### src/rtl/sr_latch_driver.sv
// sr_latch_driver: drives S/R of an external NOR SR latch with one clean pulse per
// request, then confirms the new level through synchronised Q feedback.
// Ports:
//   clk, rst_n           clock, asynchronous active-low reset
//   req_valid, req_level request handshake; level 1 = set (S pulse), 0 = clear (R pulse)
//   req_ready            high only while IDLE
//   S, R                 registered latch drives, never high together
//   Q_fb                 latch Q, asynchronous to clk
//   busy                 high outside IDLE
//   done, err            one-cycle completion pulse; err marks a feedback timeout
//   level_q              last confirmed latch level
module sr_latch_driver #(
  parameter int PULSE_W = 4,
  parameter int GAP_W   = 2,
  parameter int TIMEOUT = 16
) (
  input  logic clk,
  input  logic rst_n,
  input  logic req_valid,
  input  logic req_level,
  output logic req_ready,
  output logic S,
  output logic R,
  input  logic Q_fb,
  output logic busy,
  output logic done,
  output logic err,
  output logic level_q
);
  localparam int MAX_PG = (PULSE_W > GAP_W) ? PULSE_W : GAP_W;
  localparam int MAX_C  = (MAX_PG > TIMEOUT) ? MAX_PG : TIMEOUT;
  localparam int CW     = $clog2(MAX_C + 1);
  typedef enum logic [1:0] {IDLE, PULSE, GAP, CHECK} state_t;
  state_t          r_state;
  logic            r_lvl;
  logic            r_q_meta;
  logic            r_q_sync;
  logic [CW-1:0]   r_cnt;
  logic            w_accept;
  assign req_ready = (r_state == IDLE);
  assign busy      = (r_state != IDLE);
  assign w_accept  = req_valid & req_ready;
  // One counter serves all three timed phases; each phase entry zeroes it.
  // The CHECK timeout fires on the TIMEOUT-th consecutive mismatch.
  always_ff @(posedge clk or negedge rst_n) begin
    if (!rst_n) begin
      r_state  <= IDLE;
      r_lvl    <= 1'b0;
      r_q_meta <= 1'b0;
      r_q_sync <= 1'b0;
      r_cnt    <= '0;
      S        <= 1'b0;
      R        <= 1'b0;
      done     <= 1'b0;
      err      <= 1'b0;
      level_q  <= 1'b0;
    end else begin
      r_q_meta <= Q_fb;
      r_q_sync <= r_q_meta;
      done     <= 1'b0;
      err      <= 1'b0;
      case (r_state)
        IDLE: if (w_accept) begin
          r_lvl <= req_level;
          if (req_level == r_q_sync) begin
            done    <= 1'b1;
            level_q <= req_level;
          end else begin
            r_state <= PULSE;
            r_cnt   <= '0;
            S       <= req_level;
            R       <= ~req_level;
          end
        end
        PULSE: if (r_cnt == CW'(PULSE_W - 1)) begin
          S       <= 1'b0;
          R       <= 1'b0;
          r_cnt   <= '0;
          r_state <= (GAP_W == 0) ? CHECK : GAP;
        end else begin
          r_cnt <= r_cnt + 1'b1;
        end
        GAP: if (r_cnt == CW'(GAP_W - 1)) begin
          r_cnt   <= '0;
          r_state <= CHECK;
        end else begin
          r_cnt <= r_cnt + 1'b1;
        end
        CHECK: if (r_q_sync == r_lvl) begin
          done    <= 1'b1;
          level_q <= r_lvl;
          r_cnt   <= '0;
          r_state <= IDLE;
        end else if (r_cnt == CW'(TIMEOUT - 1)) begin
          done    <= 1'b1;
          err     <= 1'b1;
          r_cnt   <= '0;
          r_state <= IDLE;
        end else begin
          r_cnt <= r_cnt + 1'b1;
        end
      endcase
    end
  end
endmodule

### config.mk
export PLATFORM = sky130hd
export DESIGN_NAME = sr_latch_driver
export DESIGN_NICKNAME = d
export VERILOG_FILES = /design/src/rtl/sr_latch_driver.sv
export SDC_FILE = /design/constraint.sdc
export NUM_CORES = 1
export LEC_CHECK = 0
export ABC_AREA = 1
export CAP_MARGIN = 20
export CORE_MARGIN = 1
export CORE_UTILIZATION = 54
export CTS_CLUSTER_DIAMETER = 50
export CTS_CLUSTER_SIZE = 28
export DETAILED_ROUTE_END_ITERATION = 8
export DONT_BUFFER_PORTS = 1
export PLACE_DENSITY_LB_ADDON = 0.08
export SYNTH_ARGS = -nofsm -noshare
export SYNTH_HDL_FRONTEND = slang
export SYNTH_SLANG_ARGS = --single-unit
### constraint.sdc
create_clock -name clk -period 1.5 [get_ports clk]
set_input_delay 0.3 -clock clk [delete_from_list [all_inputs] [get_ports clk]]
set_output_delay 0.3 -clock clk [all_outputs]
set_load 0.01 [all_outputs]
==> summary.txt, run 1 <==
Power
  – Net Sw Frac: 44.9%
  – Max IR drop VDD: 1180 uV
  – Net Sw Power: 0.971 mW
  – Internal: 1.19 mW
  – Gate power share: 59.9%
  – Total power: 2.16 mW
  – Seq pwr share: 29.5%
  – Lkg Pwr: 0.607 nW
  – Clk pwr share: 10.6%
  – Power density cells: 1860 nW/um2

Synthesis
  – Top_reg_cell synth: dfrtp_1
  – Asr flop ratio synth: 100%
  – Syn Nets: 131
  – Post-synth top area cell: dfrtp_1
  – Ys Warns: 0
  – Syn Std Cell Area: 927 um2
  – Post-synth EDFFs: 0
  – Post-synthesis sequential area ratio: 40.5%
  – Yosys top cell area share: 40.5%
  – Mapped Cells: 118
  – Yosys reg bits: 15
  – Synth cell count leaders: nand2_1, dfrtp_1, inv_1
  – Post-synthesis cell type count: 22
  – Syn Area/Cell: 7.86 um2
  – Synth top area cells: dfrtp_1, nand2_1, ha_1
  – Count leader, synth: nand2_1

Clocking
  – CTS Buffer Depth: 2
  – CTS tree: done
  – CTS Sinks: 15
  – Clock slew at reported path FFs: 0.08 ns
  – Cts bufs inserted: 3
  – H-tree levels: 1
  – Root Driver: clkbuf_4
  – Worst-Skew Late Latency: 0.28 ns

Worst setup path
  – Crit path max fanout: 3
  – CP startpoint kind: register
  – Critical path's slowest cell: dfrtp_1
  – Worst setup EP type: register
  – Path type of the worst setup path: register to register
  – Crit path cell chain: ha_2, nand2_2, inv_2, nand2_2, inv_2, ha_4, inv_2, nand4_1, nand2_2, nor2_4, nand2_1, nand2_1
  – Worst EP arrival: 1.73 ns
  – Worst EP required: 1.68 ns
  – Max incr delay on CP: 0.41 ns

Global routing
  – GRT Util Overall: 23.0%
  – Met3 usage: 2.50%
  – GRT Residual Overflow: 0
  – Met2 Track Usage GR: 38.2%
  – Met1 Use GR: 30.0%
  – Largest net degree at the start of global routing: 16
  – Initial antenna violation count: 0
  – Gr busiest metal: met2
  – First-pass GRT wire length: 3220 um
  – Vias in the first global route: 755

Worst hold path
  – HP Class: input port to register

Layout
  – Fillers: 103
  – Antenna diode count: 0
  – Nets: 151
  – Finished Cell Area: 1160 um2
  – Share of cells above drive strength 1: 34.3%
  – Area Growth Syn to Fin: 25.4%
  – Final core utilization: 74.6%
  – Fin cells: 153

Routing
  – # DRC: 0
  – Vias per inst: 5.08
  – Initial drt markers: 9
  – Vias: 777
  – WL/cell: 12.2 um
  – Final antenna-violating net count: 0
  – Drt first pass iters: 4
  – WL final: 1870 um

STA
  – Worst Hold Slack: 0.0382 ns
  – RSZ-0062 raised after global routing: true
  – Slew headroom: 55.3%
  – Sum Neg Setup Slack: -0.0903 ns
  – Worst slew pin tran: 0.668 ns
  – Final Hold Fails: 0
  – Final setup fails: 3
  – Final Skew: 0.000444 ns
  – Final period utilization: 103%
  – F_max: 0.645 GHz
  – Setup WS post-layout: -0.0496 ns
  – Final min period: 1.55 ns
  – Max Slew Vio Count: 0

Die
  – Horiz. Die Dim: 43.4 um
  – CORE AREA: 1560 um2
  – Num rows: 14
  – Full die area: 1890 um2
  – Initial Util: 59.5%
  – Die H: 43.4 um
  – # IOs: 12

Placement
  – Post-DP Area: 1010 um2
  – DP HPWL: 1370 um
  – Inst Count DP: 142
  – I/O Buffers: 0
  – Worst slack at placement: -0.0536 ns
  – GP Congestion: 0.843

Run status
  – Failing checks: setup timing
  – Status: finished with violations

Job
  – Max_cap viols: 0
==> area by class of cell <==
cell class                      instances  area [um2]  share of cell area, %
Clock buffer                            4        26.3                   2.26
Inverter                               16        62.6                   5.38
Multi-Input combinational cell         86         548                   47.1
Sequential cell                        15         375                   32.3
Tap cell                               16        20.0                   1.72
Timing Repair Buffer                   16         130                   11.2
==> power groups by stage <==
stage | registers, mW | logic [mW] | clock network, mW
3_3_place_gp | 0.640 | 1.05 | 0
2_1_floorplan | 0.633 | 0.790 | 0
6_report | 0.639 | 1.30 | 0.228
3_5_place_dp | 0.642 | 1.08 | 0
4_1_cts | 0.638 | 1.15 | 0.232
5_1_grt | 0.653 | 1.45 | 0.253
==> cells in the final DEF, fill, tap and decap left out, types with 4 or more instances in the layout <==
master    n
nand2_1  32
dfrtp_1  15
buf_4    13
inv_1     9
nand2_2   8
nor2_1    7
inv_2     6
nand3_1   6
o21ai_1   5
nand3_2   4
ha_1      4
==> final timing paths <==
path	start	end	slack [ns]	depth (start not counted)
worst max register to register	r_cnt[1]	r_state[1]	-0.05	12
min in group asynchronous	rst_n	r_cnt[2]	0.49	1
max in group asynchronous	rst_n	r_q_meta	0.59	1
worst max-delay path	r_cnt[1]	r_state[1]	-0.05	12
worst min-delay path	Q_fb	r_q_meta	0.04	0
worst min register to register	r_q_meta	r_q_sync	0.36	0
==> repair_timing <==
item                       4_1_cts  5_1_grt
gates cloned                     0        0
hold buffers                     1        0
gates resized for setup          4       16
hold endpoints to repair        15        0
setup endpoints to repair        6        9
buffers inserted                 2        5
pin swaps                        7       13
==> sequential cells by signal, summed over array words and instances, names as in the netlist <==
register  count
r_lvl         1
r_q_sync      1
r_state       2
done          1
r_cnt         5
r_q_meta      1
level_q       1
R             1
err           1
S             1
==> cells by family after synthesis <==
family	after synthesis	synth area share, %
AO/OA/AOI/OAI	8	4.32
adder cells (fa/ha/maj)	8	10.8
AND/OR/NAND/NOR	69	36.4
XOR/XNOR	1	0.945
buffers and inverters	17	7.02
flip-flops	15	40.5
==> critical path: cells and delay by family, from the launching register on <==
family | cells | cell delay [ns]
buffers and inverters | 3 | 0.13
adders and majority gates | 2 | 0.35
and+or+nand+nor | 7 | 0.56
DFF | 1 | 0.41
==> layer usage <==
layer	vias up	wire length (um)
met4	0	33
met5	-	0
met2	12	911
met1	352	886
li1	408	-
met3	5	40
No activity file was read; power rests on OpenSTA's default activity.
==> run 2: changes to the inputs <==
Settings changed: ABC_AREA 1 to default, CORE_MARGIN 1 to 5, CORE_UTILIZATION 54 to 47, DONT_BUFFER_PORTS 1 to default.
==> summary.txt, run 2 <==
Clocking
  – H-tree levels: 1 (unchanged)
  – CTS Buffer Depth: 2 (unchanged)
  – Clock slew at reported path FFs: 0.09 ns (about the same)
  – Root Driver: clkbuf_4
  – Cts bufs inserted: 3 (unchanged)
  – # hold bufs at CTS: 0 (-1)
  – CTS Sinks: 15 (unchanged)
  – CTS tree: done
  – Worst-Skew Late Latency: 0.28 ns (about the same)

Synthesis
  – Yosys top cell area share: 44.4% (+4.0 points)
  – Synth cell count leaders: dfrtp_1, inv_1, ha_1
  – Largest family of logic cells by synthesized area: compound AO/OA/AOI/OAI gates
  – Yosys reg bits: 15 (unchanged)
  – Top_reg_cell synth: dfrtp_1
  – Mux contribution to synthesized area: 4.15% (+4.1 points)
  – Post-synthesis sequential area ratio: 44.4% (+4.0 points)
  – Count leader, synth: dfrtp_1
  – Asr flop ratio synth: 100% (unchanged)
  – Syn Nets: 90 (-31%)
  – Simple-gate share of the synthesized area: 11.6% (-25 points)
  – Post-synth EDFFs: 0 (unchanged)
  – Synth Area in Adders: 11.9% (+1.1 points)
  – Synth top area cells: dfrtp_1, ha_1, a22o_1
  – Syn Std Cell Area: 845 um2 (-8.9%)
  – Post-synthesis cell type count: 25 (+14%)
  – Ys Warns: 0 (unchanged)
  – Xor and xnor area share after synthesis: 5.19% (+4.2 points)
  – Mapped Cells: 77 (-35%)
  – Synth Area in Compound Gates: 18.2% (+14 points)
  – Post-synth top area cell: dfrtp_1
  – Syn Area/Cell: 11.0 um2 (+40%)

Worst setup path
  – Worst EP arrival: 1.98 ns (+0.25 ns)
  – Flop2flop setup slack: -0.31 ns (-0.26 ns)
  – Worst setup EP type: register
  – CP startpoint kind: register
  – Crit path max fanout: 4 (+1)
  – Worst EP required: 1.67 ns (about the same)
  – Path type of the worst setup path: register to register

STA
  – Sum Neg Setup Slack: -1.68 ns (-1.59 ns)
  – Final period utilization: 121% (+17 points)
  – Slew headroom: 79.8% (+24 points)
  – Final Skew: 0.00553 ns (+0.00508 ns)
  – RSZ-0062 raised after global routing: true
  – F_max: 0.553 GHz (-14%)
  – Final setup fails: 8 (+5)
  – Final min period: 1.81 ns (+0.260 ns)
  – Final Hold Fails: 0 (unchanged)
  – Max Slew Vio Count: 0 (unchanged)
  – Worst slew pin tran: 0.303 ns (-0.365 ns)
  – Setup WS post-layout: -0.309 ns (-0.260 ns)

Global routing
  – GRT Residual Overflow: 0 (unchanged)
  – Vias in the first global route: 804 (+6.5%)
  – Largest net degree at the start of global routing: 16 (unchanged)
  – GRT Util Overall: 17.2% (-5.8 points)
  – Gr busiest metal: met2
  – Met2 Track Usage GR: 33.3% (-4.9 points)
  – Met3 usage: 2.85% (+0.35 points)
  – Met1 Use GR: 18.8% (-11 points)
  – First-pass GRT wire length: 3480 um (+8.4%)
  – Initial antenna violation count: 0 (unchanged)

Layout
  – Fillers: 120 (+17%)
  – Most frequent cells in the layout: buf_4, dfrtp_1, inv_1, a22o_1, clkdlybuf4s50_1
  – Largest Register: r_cnt
  – Most common cell after layout, fill and taps aside: buf_4
  – Largest register FFs: 5 (unchanged)
  – Share of cells above drive strength 1: 40.7% (+6.4 points)
  – Antenna diode count: 0 (unchanged)
  – Area Growth Syn to Fin: 52.9%
  – Fin cells: 143 (-6.5%)
  – Nets: 132 (-13%)
  – Top Registers: r_cnt x5, r_state x2

Power
  – Power density cells: 1870 nW/um2 (+0.24%)
  – Lkg Pwr: 0.648 nW (+6.7%)
  – Max IR drop VDD: 1100 uV (-6.8%)
  – Total power: 2.41 mW (+11%)

Routing
  – Drt first pass iters: 4 (unchanged)
  – Vias: 744 (-4.2%)
  – Vias per inst: 5.20 (+2.4%)
  – Final antenna-violating net count: 0 (unchanged)
  – Initial drt markers: 12 (+3)
  – WL/cell: 14.4 um (+18%)
  – # DRC: 0 (unchanged)
  – WL final: 2060 um (+10%)

Die
  – Full die area: 2740 um2 (+45%)
  – CORE AREA: 1730 um2 (+11%)
  – Horiz. Die Dim: 52.4 um (+21%)
  – Initial Util: 48.9% (-11 points)
  – Num rows: 15 (+1)
  – # IOs: 12 (unchanged)
  – Die H: 52.4 um (+21%)

Run status
  – Failing checks: setup timing
  – Status: finished with violations

Placement
  – I/O Buffers: 11 (+11)
  – GP Congestion: 0.720 (-15%)
  – Inst Count DP: 135 (-4.9%)
  – DP HPWL: 1580 um (+16%)

Job
  – Max_cap viols: 0 (unchanged)

Worst hold path
  – HP Class: input port to asynchronous set/reset pin
run 2: cell types whose count changed in the layout (fill, tap and decap cells not counted), moves of 6 or more:
cell             before  now
a22o_1                0    6
buf_4                13   27
clkdlybuf4s50_1       0    6
nand2_1              32    3
nand2_2               8    1
run 2: logic make-up (layout without fill, tap and decap cells):
| group | after synthesis | in the layout |
|---|---|---|
| AND/OR/NAND/NOR | 17 | 17 |
| buffers and inverters | 10 | 51 |
| flip-flops | 15 | 15 |
| adder cells (fa/ha/maj) | 8 | 8 |
| AO/OA/AOI/OAI | 19 | 19 |
| XOR/XNOR | 5 | 5 |
| multiplexers | 3 | 3 |
run 2: worst paths after layout:
path | endpoint | cells after the start | startpoint
max | r_state[1] | 6 | r_cnt[1]
min | done | 2 | rst_n
max reg2reg | r_state[1] | 6 | r_cnt[1]
min reg2reg | r_q_sync | 0 | r_q_meta
max in group asynchronous | r_cnt[2] | 2 | rst_n
min in group clk | r_q_sync | 0 | r_q_meta
run 2: cell type report:
cell class / count / area [um2] / share of cell area, %
inverter: 9 / 37.5 / 2.91
sequential: 15 / 375 / 29.1
multi-input combinational: 52 / 512 / 39.6
tap: 25 / 31.3 / 2.42
clock buffer: 4 / 26.3 / 2.03
timing repair buffer: 38 / 309 / 23.9
run 2: report_power, final:
group          switching [mW]  internal (mW)  total, mW
clock network           0.124          0.103      0.227
logic                   0.700          0.862       1.56
registers              0.0935          0.527      0.621
run 2: what timing repair did:
action,4_1_cts,5_1_grt
pin swaps,5,2
gates resized for setup,14,5
gates cloned,0,0
buffers inserted,2,2
setup endpoints to repair,13,14
run 2: worst max-delay path, cell delays in order (launching register included):
cell       delay [ns]
dfrtp_1          0.42
inv_1            0.07
ha_1             0.13
or4b_4           0.47
a2bb2oi_4        0.21
nand3b_4         0.10
mux2_4           0.29
run 2: per-layer routing:
| layer | vias to the layer above | share of wire, % |
|---|---|---|
| li1 | 362 | - |
| met1 | 364 | 41 |
| met2 | 16 | 55 |
| met3 | 2 | 4.0 |
| met4 | 0 | 0.68 |
| met5 | - | 0 |
run 2: per-stage QoR:
stage                     instance area (um2)  hold WS, ns  util, %  setup WS, ns
after floorplan                           911      0.00441        -        -0.204
after global placement                   1210        0.334     70.3        -0.307
after detailed placement                 1210        0.344     70.3        -0.336
after CTS                                1270        0.344     73.5        -0.326
after global routing                     1290        0.339     74.8        -0.381
final                                    1290        0.344     74.8        -0.309
